## config.mk

```make
export PLATFORM = sky130hd
export DESIGN_NAME = branch_predictor
export DESIGN_NICKNAME = d
export VERILOG_FILES = /design/src/rtl/bp_pkg.sv /design/src/rtl/sat_counter2.sv /design/src/rtl/branch_predictor.sv
export SDC_FILE = /design/constraint.sdc
export NUM_CORES = 2
export LEC_CHECK = 0
export ABC_AREA = 0
export ABC_CLOCK_PERIOD_IN_PS = 28800
export BUFFER_PORTS_ARGS = -buffer_cell sky130_fd_sc_hd__buf_4
export CORE_MARGIN = 3
export CORE_UTILIZATION = 35
export DETAILED_ROUTE_END_ITERATION = 10
export GPL_ROUTABILITY_DRIVEN = 0
export PLACE_DENSITY = 0.59
export SLEW_MARGIN = 20
export SYNTH_ARGS = -nofsm -noshare
export SYNTH_HDL_FRONTEND = slang
export SYNTH_SLANG_ARGS = --single-unit
```

## constraint.sdc

```tcl
create_clock -name clk -period 28.8 [get_ports clk]
set_clock_uncertainty 0.2 [all_clocks]
set_input_delay 4.32 -clock clk [delete_from_list [all_inputs] [get_ports clk]]
set_output_delay 4.32 -clock clk [all_outputs]
set_load 0.05 [all_outputs]
```

## src/rtl/bp_pkg.sv

```systemverilog
// Shared types for the branch predictor: 2-bit direction counter and table entry layout.
// Pure definitions; no logic, no latency, no flow control.
package bp_pkg;

  typedef enum logic [1:0] {
    SNT = 2'd0,
    WNT = 2'd1,
    WT  = 2'd2,
    ST  = 2'd3
  } ctr_t;

  localparam ctr_t CTR_RESET = WNT;

  // Tag field is sized for the widest supported PC; unused upper bits stay zero.
  localparam int TAG_MAX = 30;

  typedef struct packed {
    logic               valid;
    logic [TAG_MAX-1:0] tag;
    logic [31:0]        target;
    ctr_t               ctr;
  } bp_entry_t;

  localparam bp_entry_t ENTRY_RESET = '{valid: 1'b0, tag: '0, target: '0, ctr: CTR_RESET};

endpackage

```

## src/rtl/sat_counter2.sv

```systemverilog
// Next-state logic for a 2-bit saturating counter (set > inc > dec priority).
// Purely combinational; no flow control.
module sat_counter2
  import bp_pkg::*;
(
  input  ctr_t cur,
  input  logic inc,
  input  logic dec,
  input  logic set,
  input  ctr_t set_val,
  output ctr_t nxt
);

  always_comb begin
    nxt = cur;
    if (set) begin
      nxt = set_val;
    end else if (inc && (cur != ST)) begin
      nxt = ctr_t'(cur + 2'd1);
    end else if (dec && (cur != SNT)) begin
      nxt = ctr_t'(cur - 2'd1);
    end
  end

endmodule

```

## src/rtl/branch_predictor.sv

```systemverilog
// Direct-mapped BTB + 2-bit direction predictor; combinational lookup, updates visible next cycle.
// halt freezes predictions, redirects and all state; optional counters under BP_STATS_EN.
module branch_predictor
  import bp_pkg::*;
#(
  parameter int PC_W    = 9,
  parameter int ENTRIES = 16
) (
  input  logic            clk,
  input  logic            reset,
  input  logic [PC_W-1:0] if_pc,
  input  logic            halt,
  output logic            pred_taken,
  output logic [31:0]     pred_pc,
  input  logic            ex_valid,
  input  logic [PC_W-1:0] ex_pc,
  input  logic            ex_branch,
  input  logic            ex_jump,
  input  logic            ex_taken,
  input  logic [31:0]     ex_target,
  input  logic            ex_pred_taken,
  input  logic [31:0]     ex_pred_pc,
  output logic            mispredict,
  output logic [31:0]     redirect_pc,
  output logic [31:0]     stat_branches,
  output logic [31:0]     stat_mispredicts
);

  localparam int IDX_W = $clog2(ENTRIES);
  localparam int TAG_W = PC_W - IDX_W - 2;

  if ((ENTRIES < 2) || ((1 << IDX_W) != ENTRIES) || (TAG_W < 1) || (TAG_W > TAG_MAX) || (PC_W > 32))
  begin : g_bad_cfg
    $error("branch_predictor: unsupported PC_W/ENTRIES combination");
  end

  bp_entry_t tbl_q [ENTRIES];

  // ---------------- fetch-side lookup ----------------
  logic [IDX_W-1:0]   if_idx;
  logic [TAG_MAX-1:0] if_tag;
  logic [31:0]        if_pc32;
  bp_entry_t          if_ent;
  logic               if_hit;

  always_comb begin
    if_idx              = if_pc[IDX_W+1:2];
    if_tag              = '0;
    if_tag[TAG_W-1:0]   = if_pc[PC_W-1:IDX_W+2];
    if_pc32             = 32'(if_pc);
    if_ent              = tbl_q[if_idx];
    if_hit              = if_ent.valid && (if_ent.tag == if_tag);
    pred_taken          = 1'b0;
    pred_pc             = if_pc32;
    if (!halt) begin
      pred_taken = if_hit && if_ent.ctr[1];
      pred_pc    = pred_taken ? if_ent.target : (if_pc32 + 32'd4);
    end
  end

  // ---------------- execute-side resolution ----------------
  logic [IDX_W-1:0]   ex_idx;
  logic [TAG_MAX-1:0] ex_tag;
  logic [31:0]        ex_pc32;
  bp_entry_t          ex_ent;
  logic               ex_hit;
  logic               ex_cf;
  logic               act;
  logic               upd_en;
  logic               wr_en;
  bp_entry_t          wr_ent;
  ctr_t               ctr_cur;
  ctr_t               ctr_set_val;
  ctr_t               ctr_nxt;
  logic               ctr_inc;
  logic               ctr_dec;
  logic               ctr_set;

  always_comb begin
    ex_idx            = ex_pc[IDX_W+1:2];
    ex_tag            = '0;
    ex_tag[TAG_W-1:0] = ex_pc[PC_W-1:IDX_W+2];
    ex_pc32           = 32'(ex_pc);
    ex_ent            = tbl_q[ex_idx];
    ex_hit            = ex_ent.valid && (ex_ent.tag == ex_tag);
    ex_cf             = ex_branch || ex_jump;
    act               = ex_jump || (ex_branch && ex_taken);
    mispredict        = !halt && ex_valid && ex_cf &&
                        ((act != ex_pred_taken) || (act && (ex_target != ex_pred_pc)));
    redirect_pc       = act ? ex_target : (ex_pc32 + 32'd4);
    upd_en            = ex_valid && ex_cf && !halt;
    // A miss only allocates when control actually transferred.
    wr_en             = upd_en && (ex_hit || act);
    ctr_cur           = ex_ent.ctr;
    ctr_inc           = ex_branch && ex_taken;
    ctr_dec           = ex_branch && !ex_taken;
    ctr_set           = ex_jump || !ex_hit;
    ctr_set_val       = ex_jump ? ST : WT;
  end

  sat_counter2 u_ctr (
    .cur     (ctr_cur),
    .inc     (ctr_inc),
    .dec     (ctr_dec),
    .set     (ctr_set),
    .set_val (ctr_set_val),
    .nxt     (ctr_nxt)
  );

  always_comb begin
    wr_ent        = ex_ent;
    wr_ent.valid  = 1'b1;
    wr_ent.tag    = ex_tag;
    wr_ent.ctr    = ctr_nxt;
    if (act) begin
      wr_ent.target = ex_target;
    end
  end

  always_ff @(posedge clk or posedge reset) begin
    if (reset) begin
      for (int i = 0; i < ENTRIES; i++) begin
        tbl_q[i] <= ENTRY_RESET;
      end
    end else if (wr_en) begin
      tbl_q[ex_idx] <= wr_ent;
    end
  end

  // ---------------- statistics ----------------
`ifdef BP_STATS_EN
  logic [31:0] br_cnt_q;
  logic [31:0] mp_cnt_q;

  always_ff @(posedge clk or posedge reset) begin
    if (reset) begin
      br_cnt_q <= '0;
      mp_cnt_q <= '0;
    end else begin
      if (upd_en && (br_cnt_q != 32'hFFFF_FFFF)) begin
        br_cnt_q <= br_cnt_q + 32'd1;
      end
      if (mispredict && (mp_cnt_q != 32'hFFFF_FFFF)) begin
        mp_cnt_q <= mp_cnt_q + 32'd1;
      end
    end
  end

  assign stat_branches    = br_cnt_q;
  assign stat_mispredicts = mp_cnt_q;
`else
  assign stat_branches    = 32'd0;
  assign stat_mispredicts = 32'd0;
`endif

endmodule

```

==> flow_summary.yaml <==
pwr:
  power_frac_comb_pct: 19.3
  ir_drop_mv: 0.03691
  power.density_mw_per_mm2: 61.87
  leakagePower_nw: 17.97
  power_switching_w: 0.0006590
  switching_share_pct: 27.31
  seqPwrFrac_pct: 43.5
  intPower_w: 0.001754
  p_total_w: 0.002413
  pwr-share-clk_pct: 37.2
synth:
  synth_common_cells: "592 x dfrtp_1, 409 x mux2_2, 355 x mux4_2"
  ys_warn_count: 0
  yosysMostFrequentCell: "dfrtp_1"
  synth_seq_cells: 608
  yosys.area.top_type: "dfrtp_1"
  ys_types: 58
  ys_top_cells_by_area: "dfrtp_1 43%, mux4_2 23%, mux2_2 13%"
  ys_async_sr_fraction_pct: 100.0
  syn_area_per_cell_um2: 15.83
  syn_area_mm2: 0.03471
  synth_top_area_share_pct: 42.68
  seq_area_frac_synth_pct: 43.89
  synth-main-ff-cell: "dfrtp_1"
  synth_edf_count: 0
  synth_cells: 2193
die:
  ios: 220
  die_w_um: 320.9
  die_height_um: 320.9
  die-area_mm2: 0.1030
  core_mm2: 0.09756
  num_rows: 114
  start_util_pct: 35.58
timing:
  fin_setup_tns_ps: 0
  worst_slew_pin_slew_ps: 1122
  timing.final.crit_share_pct: 44.46
  setup_viol: 0
  drv_slew: 0
  hold_viol_final: 0
  rsz0062_at_grt: "no"
  slew_headroom_pct: 25.18
  period_needed_ps: 12800
  timing.fmax_mhz: 78.10
clock_network:
  cts_buffers: 70
  hold_buffers: 0
  cts.htree.levels: 3
  ctsLongestPathBuffers: 3
  cts_resized: 0
  clock_latency_ps: 620
  cts_root_buf: "clkbuf_16"
  numClockSinks: 608
  clk_pin_slew_ps: 50
  cts_setup_buffers: 0
  cts_tree: "done"
detailed_routing:
  ant_nets: 0
  drcViolationCount: 0
  avgViaCountPerCell: 5.797
  dr.pass1.iters: 5
  wl_per_cell_um: 28.95
  drt-initial-drc-count: 1772
  wl_um: 104000
  num_vias: 20820
critical_path:
  crit_family: "buffers and inverters"
  crit_required_ps: 24280
  rr_endpoint: "tbl_q[945]"
  reg2reg_depth: 8
  worst_ep_arrival_time_ps: 8280
  crit_cells: 8
  critPathSlowestCell: "buf_4"
  crit_path_cell_trace: "clkbuf_8, buf_4, buf_4, mux4_2, mux4_2, mux2i_1, o2bb2ai_1, buf_4"
  endpoint: "pred_pc[7]"
  crit_path_start_kind: "input port"
  worstPathMaxFanout: 58
  crit_top_cell: "buf_4"
  endpoint_kind: "output port"
  crit_buf_inv: 4
  critPathMaxStageDelay_ps: 820
  r2r_setup_slack_ps: 24420
  crit_path_start: "if_pc[2]"
  crit-reg2reg-launch: "tbl_q[34]"
  critPathKind: "in -> out"
finish:
  drive_gt1_share_pct: 56.31
  fill_cells: 8923
  finish.net_count: 2355
  multi_input_area_mm2: 0.01822
  area_growth_syn_to_layout_pct: 12.35
  largest_reg_flops: 608
  top_regs: "tbl_q: 608 flops"
  largest-register: "tbl_q"
  register_area_mm2: 0.01523
place:
  io_buffers: 155
  place_hpwl_um: 63440
global_routing:
  grt_overflow: 0
  antenna_found_initial: 8
  grt_max_degree: 199
  grt_pass1_wl_um: 153600
  grtUsageTotal_pct: 20.22
  grt_pass1_vias: 22280
status:
  status: "completed"
flow_run:
  drv_cap: 0
hold_path:
  hp-class: "reg -> reg"
per-stage QoR:
stage	setup slack [ps]	cells	hold WS, ps	instance area, um2	utilization (%)
finish	16000	3591	294.7	39000	39.97
global route	15720	3590	312.5	39000	39.97
CTS	15910	3586	291.1	38920	39.90
detailed placement	15920	3460	277.4	36630	37.55
global placement	15900	3460	273.3	36630	37.55
floorplan	7285	2256	243.3	34950	-
worst reg2reg max path, cell delays in order (launching register included):
cell	delay, ps
dfrtp_1	400
mux4_2	460
and2_1	180
o21a_1	190
o2111ai_1	410
a21oi_4	310
o211ai_4	910
buf_4	740
mux2_2	450
per-layer routing:
layer / track usage (%) / vias to the layer above / wire length, um
met3: 6.059 / 177 / 8927
met2: 31.12 / 864 / 47980
li1: - / 8435 / -
met5: 0 / - / 8
met4: 6.868 / 2 / 3285
met1: 27.35 / 11340 / 43770
logic make-up (layout without fill, tap and decap cells):
| kind of cell | after synthesis | after routing | synth area share (%) |
|---|---|---|---|
| buffers and inverters | 282 | 338 | 4.693 |
| other | 1 | 67 | 0.01080 |
| adder cells (fa/ha/maj) | 7 | 7 | 0.2523 |
| AND/OR/NAND/NOR | 183 | 183 | 2.790 |
| XOR/XNOR | 47 | 47 | 1.186 |
| flip-flops | 608 | 608 | 43.89 |
| AO/OA/AOI/OAI | 91 | 91 | 2.087 |
| multiplexers | 974 | 974 | 45.09 |
worst min-delay path by stage:
stage / slack [ps] / to / start / cells past startpoint
after floorplan: 240 / tbl_q[324] / tbl_q[324] / 1
after global placement: 270 / tbl_q[324] / tbl_q[324] / 1
after detailed placement: 280 / tbl_q[259] / tbl_q[259] / 1
after CTS: 290 / tbl_q[259] / tbl_q[259] / 1
after global routing: 310 / tbl_q[324] / tbl_q[324] / 1
final: 290 / tbl_q[1039] / tbl_q[1039] / 1
cell type report:
type | count | share of cell area, %
multi-input combinational | 1366 | 46.71
sequential | 608 | 39.06
clock buffer | 106 | 5.313
timing repair buffer | 205 | 4.151
tap | 1276 | 4.094
clock inverter | 20 | 0.5679
inverter | 7 | 0.08662
antenna | 3 | 0.01925
cells in the final DEF (no fill, tap or decap), types with 3 or more instances in the layout:
cell and instances:
nor4_1 3, and2_1 30, conb_1 64, a21o_1 23, clkbuf_16 74, nor2_1 6, nor2b_1 32, diode_2 3
bufinv_16 4, clkinv_2 12, inv_1 5, o21ai_0 13, ha_1 7, nand4_1 9, o211ai_1 6, mux4_2 355
a21oi_1 4, clkbuf_1 22, nand3_1 8, buf_4 197, nor3_1 4, nand2b_1 17, xnor2_1 28, o2bb2ai_1 4
mux2_4 190, mux2_2 409, mux2i_1 20, o21bai_1 4, dfrtp_1 592, dfstp_2 16, xor2_1 19, nand2_1 61
o211ai_4 10, and3_1 3, clkbuf_8 12
power groups by stage:
stage / Clock [W] / Sequential (W) / Combinational [W]
floorplan: 0 / 0.00103 / 0.000372
global placement: 0 / 0.00105 / 0.000457
detailed placement: 0 / 0.00106 / 0.000467
CTS: 0.000917 / 0.00105 / 0.000469
global route: 0.000953 / 0.00106 / 0.000498
finish: 0.000897 / 0.00105 / 0.000465
Power figures use the tool's default switching activity.
